--- config.mk ---
export PLATFORM = sky130hd
export DESIGN_NAME = deserializer
export DESIGN_NICKNAME = d
export VERILOG_FILES = /design/src/rtl/deserializer.sv
export SDC_FILE = /design/constraint.sdc
export NUM_CORES = 1
export LEC_CHECK = 0
export ABC_AREA = 1
export BUFFER_PORTS_ARGS = -buffer_cell sky130_fd_sc_hd__buf_2
export CORE_MARGIN = 4
export CORE_UTILIZATION = 45
export DETAILED_ROUTE_END_ITERATION = 8
export PLACE_DENSITY_LB_ADDON = 0.15
export SLEW_MARGIN = 20
export SYNTH_ARGS = -nofsm -noshare
export SYNTH_HDL_FRONTEND = slang
export SYNTH_SLANG_ARGS = --single-unit
--- constraint.sdc ---
create_clock -name clk_i -period 2.64 [get_ports clk_i]
set_input_delay 0.792 -clock clk_i [delete_from_list [all_inputs] [get_ports clk_i]]
set_output_delay 0.792 -clock clk_i [all_outputs]
set_load 0.01 [all_outputs]
--- src/rtl/deserializer.sv ---
// deserializer: rebuilds MSB-first serial bursts into left-aligned parallel words.
// A full word is emitted as soon as its WIDTH-th bit arrives. A burst remainder is
// emitted when valid falls, or reported on runt_o if it is shorter than MIN_BITS.
module deserializer #(
    parameter int WIDTH    = 16,
    parameter int MIN_BITS = 4
) (
    input  logic                   clk_i,
    input  logic                   rst_n_i,
    input  logic                   ser_data_i,
    input  logic                   ser_data_val_i,
    output logic [WIDTH-1:0]       data_o,
    output logic [$clog2(WIDTH):0] data_mod_o,
    output logic                   data_val_o,
    output logic                   runt_o
);
    // state | meaning
    // IDLE  | no partial word held, bit count 0
    // RECV  | partial word of 1..WIDTH-1 bits held in the assembly register

    localparam int CW = $clog2(WIDTH) + 1;
    localparam logic [CW-1:0]    FULL_CNT = CW'(WIDTH);
    localparam logic [CW-1:0]    MIN_CNT  = CW'(MIN_BITS);
    localparam logic [WIDTH-1:0] MSB_ONE  = WIDTH'(1) << (WIDTH - 1);

    typedef enum logic {
        IDLE,
        RECV
    } state_t;

    state_t            state_q, state_d;
    logic [CW-1:0]     cnt_q, cnt_d;
    logic [WIDTH-1:0]  asm_q, asm_d;
    logic [WIDTH-1:0]  data_d;
    logic [CW-1:0]     mod_d;
    logic              val_d, runt_d;

    logic [CW-1:0]     base_cnt, cnt_inc;
    logic [WIDTH-1:0]  base_asm, bit_vec;

    // next-state, assembly and output-register logic
    always_comb begin
        state_d  = state_q;
        cnt_d    = cnt_q;
        asm_d    = asm_q;
        data_d   = data_o;
        mod_d    = data_mod_o;
        val_d    = 1'b0;
        runt_d   = 1'b0;

        // a word starting in IDLE begins from a cleared register, so unused LSBs stay 0
        base_cnt = (state_q == IDLE) ? '0 : cnt_q;
        base_asm = (state_q == IDLE) ? '0 : asm_q;
        cnt_inc  = base_cnt + CW'(1);
        bit_vec  = ser_data_i ? (MSB_ONE >> base_cnt) : '0;

        if (ser_data_val_i) begin
            if (cnt_inc == FULL_CNT) begin
                // full word: emit now so a continuing burst starts the next word without a gap
                data_d  = base_asm | bit_vec;
                mod_d   = FULL_CNT;
                val_d   = 1'b1;
                state_d = IDLE;
                cnt_d   = '0;
                asm_d   = '0;
            end else begin
                state_d = RECV;
                cnt_d   = cnt_inc;
                asm_d   = base_asm | bit_vec;
            end
        end else if (state_q == RECV) begin
            if (cnt_q >= MIN_CNT) begin
                data_d = asm_q;
                mod_d  = cnt_q;
                val_d  = 1'b1;
            end else begin
                runt_d = 1'b1;
            end
            state_d = IDLE;
            cnt_d   = '0;
            asm_d   = '0;
        end
    end

    // state, bit count and assembly register
    always_ff @(posedge clk_i or negedge rst_n_i) begin
        if (!rst_n_i) begin
            state_q <= IDLE;
            cnt_q   <= '0;
            asm_q   <= '0;
        end else begin
            state_q <= state_d;
            cnt_q   <= cnt_d;
            asm_q   <= asm_d;
        end
    end

    // registered outputs; data/mod hold between strobes
    always_ff @(posedge clk_i or negedge rst_n_i) begin
        if (!rst_n_i) begin
            data_o     <= '0;
            data_mod_o <= '0;
            data_val_o <= 1'b0;
            runt_o     <= 1'b0;
        end else begin
            data_o     <= data_d;
            data_mod_o <= mod_d;
            data_val_o <= val_d;
            runt_o     <= runt_d;
        end
    end

endmodule

==> flow_metrics.tcl <==
set metrics [dict create \
    rows 25 \
    p_per_area_nw_per_um2 531 \
    cp_max_fo 16 \
    finalCritPeriodShare_pct 88.2 \
    drv_slew 0 \
    ys_types 23 \
    timing.hold.ws_ns 0.460 \
    worst_pin_slew_ns 0.478 \
    drive_above_1_share_pct 14.6 \
    grt_max_degree 46 \
    irDropWorstVdd_mv 0.212 \
    regToRegEndpoint "asm_q[3]" \
    worst-setup-path-type "flop to flop" \
    hold_viol 0 \
    max_freq_mhz 429 \
    htreeDepth 2 \
    slowest_stage "dfrtp_1" \
    crit_path_start_kind "flop" \
    cts_setup_buffers 0 \
    clkSinkCount 45 \
    nNetsFinal 318 \
    pin_count 27 \
    rsz0062_at_grt "no" \
    die_h_um 79.1 \
    grt_pass1_wl_um 9250 \
    arrival_ns 2.48 \
    start_util_pct 47.2 \
    drt_iter0_drc 156 \
    hp-class "primary input to asynchronous set/reset pin" \
    r2r_setup_slack_ns 0.31 \
    dp_hpwl_um 3710 \
    grt_pass1_vias 1900 \
    cts_hold_buf 0 \
    setup_viol 0 \
    core_um2 4820 \
    overflow 0 \
    finalClockSkew_ns 0.00811 \
    synthToLayoutAreaGrowth_pct 12.7 \
    port-buffer-count 26 \
    cp_top_family "simple AND/OR/NAND/NOR gates" \
    multi_input_area_um2 958 \
    gp_congestion 0.964 \
    clockBufferDepth 2 \
    antenna_found_initial 0 \
    period_needed_ns 2.33 \
    status "complete, no violations" \
    dieArea_um2 6250 \
    num_vias 2010 \
    worst-path-stages 10 \
    root_buffer "clkbuf_8" \
    p_leak_nw 1.37 \
    synth-seq-cells 45 \
    maxCapViolCount 0 \
    clock_latency_ns 0.29 \
    cts_resized 0 \
    ant_nets 0 \
    die_x_um 79.1 \
    syn-num-nets 291 \
    seq_area_um2 1130 \
    required_ns 2.79 \
    remaining_drc_errors 0 \
    clk_pin_slew_worst_paths_ns 0.08 \
    yosysWarnings 0 \
    path_cells "nand2_1 -> inv_1 -> ha_1 -> inv_1 -> nor2_1 -> nand3_1 -> nand2_1 -> inv_1 -> nor2_4 -> o22ai_1" \
    crit_buf_inv 3 \
    wl_per_cell_um 14.2 \
    track_usage_pct 18.6 \
    cts_buffers 5 \
    tns_ns 0 \
    firstDrtPassIters 4 \
    end_kind "flop" \
    wl_um 5340 \
    synthCells 281 \
    path_common_cell "inv_1" \
    dpl-instance-area_um2 2460 \
    cpPeakStageDelay_ns 0.54 \
    cts_tree "done" \
    rr_worst_depth 10 \
    viasPerCell 5.36 \
    reg2reg_from "state_q" \
    fin_area_um2 2560 \
    syn_area_per_cell_um2 8.09 \
    seq_area_frac_synth_pct 49.5 \
    slew_headroom_pct 68.1 \
    syn_area_um2 2270 \
    fillCellCount 496 \
    antennaDiodeCount 0 \
]
flip-flops by register name, indices dropped and copies added, names as in the netlist:
name	cells
asm_q	16
cnt_q	5
data_mod_o	5
data_o	16
data_val_o	1
runt_o	1
state_q	1
per-stage QoR:
| step | setup WS (ns) | total power [W] | util, % | std cells |
|---|---|---|---|---|
| detailed placement | 0.285 | 0.000946 | 51.1 | 367 |
| CTS | 0.264 | 0.00137 | 52.9 | 374 |
| global placement | 0.376 | 0.000944 | 51.1 | 367 |
| finish | 0.310 | 0.00136 | 53.2 | 375 |
| floorplan | 0.695 | 0.000867 | - | 281 |
| global route | 0.0517 | 0.00143 | 53.2 | 375 |
layer usage:
metal | track usage (%) | part of all wire [%]
met5 | 0 | 0
met4 | 4.12 | 0.81
met3 | 3.85 | 6.0
met2 | 31.1 | 48
met1 | 24.9 | 45
cell families after synthesis:
family	count (synthesis)	synth area share [%]
flops	45	49.5
buf+inv	45	8.86
simple gates	142	27.0
compound gates	43	11.3
fa+ha+maj	6	3.30
report_power, final:
part	total, W	internal, W	switching (W)
Clock	0.000430	0.000208	0.000222
Sequential	0.000755	0.000731	0.0000233
Combinational	0.000175	0.0000644	0.000110
Total	0.00136	0.00100	0.000356
worst max path at each step:
stage                           end  slack, ns    start
after global routing      data_o[6]       0.05  state_q
after global placement    data_o[5]       0.38  state_q
after detailed placement  data_o[5]       0.29  state_q
after floorplan            asm_q[6]       0.69  state_q
after CTS                 data_o[5]       0.26  state_q
final                      asm_q[3]       0.31  state_q
Yosys cell counts:
cell type / number / share of area (%)
nand2_1: 102 / 17
dfrtp_1: 45 / 50
o22ai_1: 31 / 8.5
inv_1: 29 / 4.8
nand3_1: 27 / 5.9
o21ai_0: 9 / 2.0
ha_1: 6 / 3.3
buf_2: 5 / 1.1
nor2_1: 4 / 0.66
buf_6: 3 / 1.5
clkbuf_1: 3 / 0.50
clkinv_1: 3 / 0.50
nand2_2: 3 / 0.83
nand4_1: 2 / 0.55
a21oi_1: 1 / 0.22
a22o_1: 1 / 0.39
buf_1: 1 / 0.16
buf_4: 1 / 0.33
nand2_4: 1 / 0.50
nand4_4: 1 / 0.94
nor2_4: 1 / 0.50
nor3_1: 1 / 0.22
o21ai_1: 1 / 0.22
cell usage in the layout (no fill, tap or decap), drive strengths merged:
cell type,count
nor3,1
nor2,5
o21ai,10
ha,6
nand3,27
dfrtp,45
buf,32
o22ai,31
inv,29
clkinv,3
clkbuf,7
a21oi,1
nand4,4
nand2,106
a22o,1
layout make-up:
class / instances / area share [%]
Tap cell: 67 / 3.27
Clock buffer: 7 / 3.37
Sequential cell: 45 / 43.9
Timing Repair Buffer: 32 / 7.32
Inverter: 32 / 4.69
Multi-Input combinational cell: 192 / 37.4
Power figures use the tool's default switching activity.
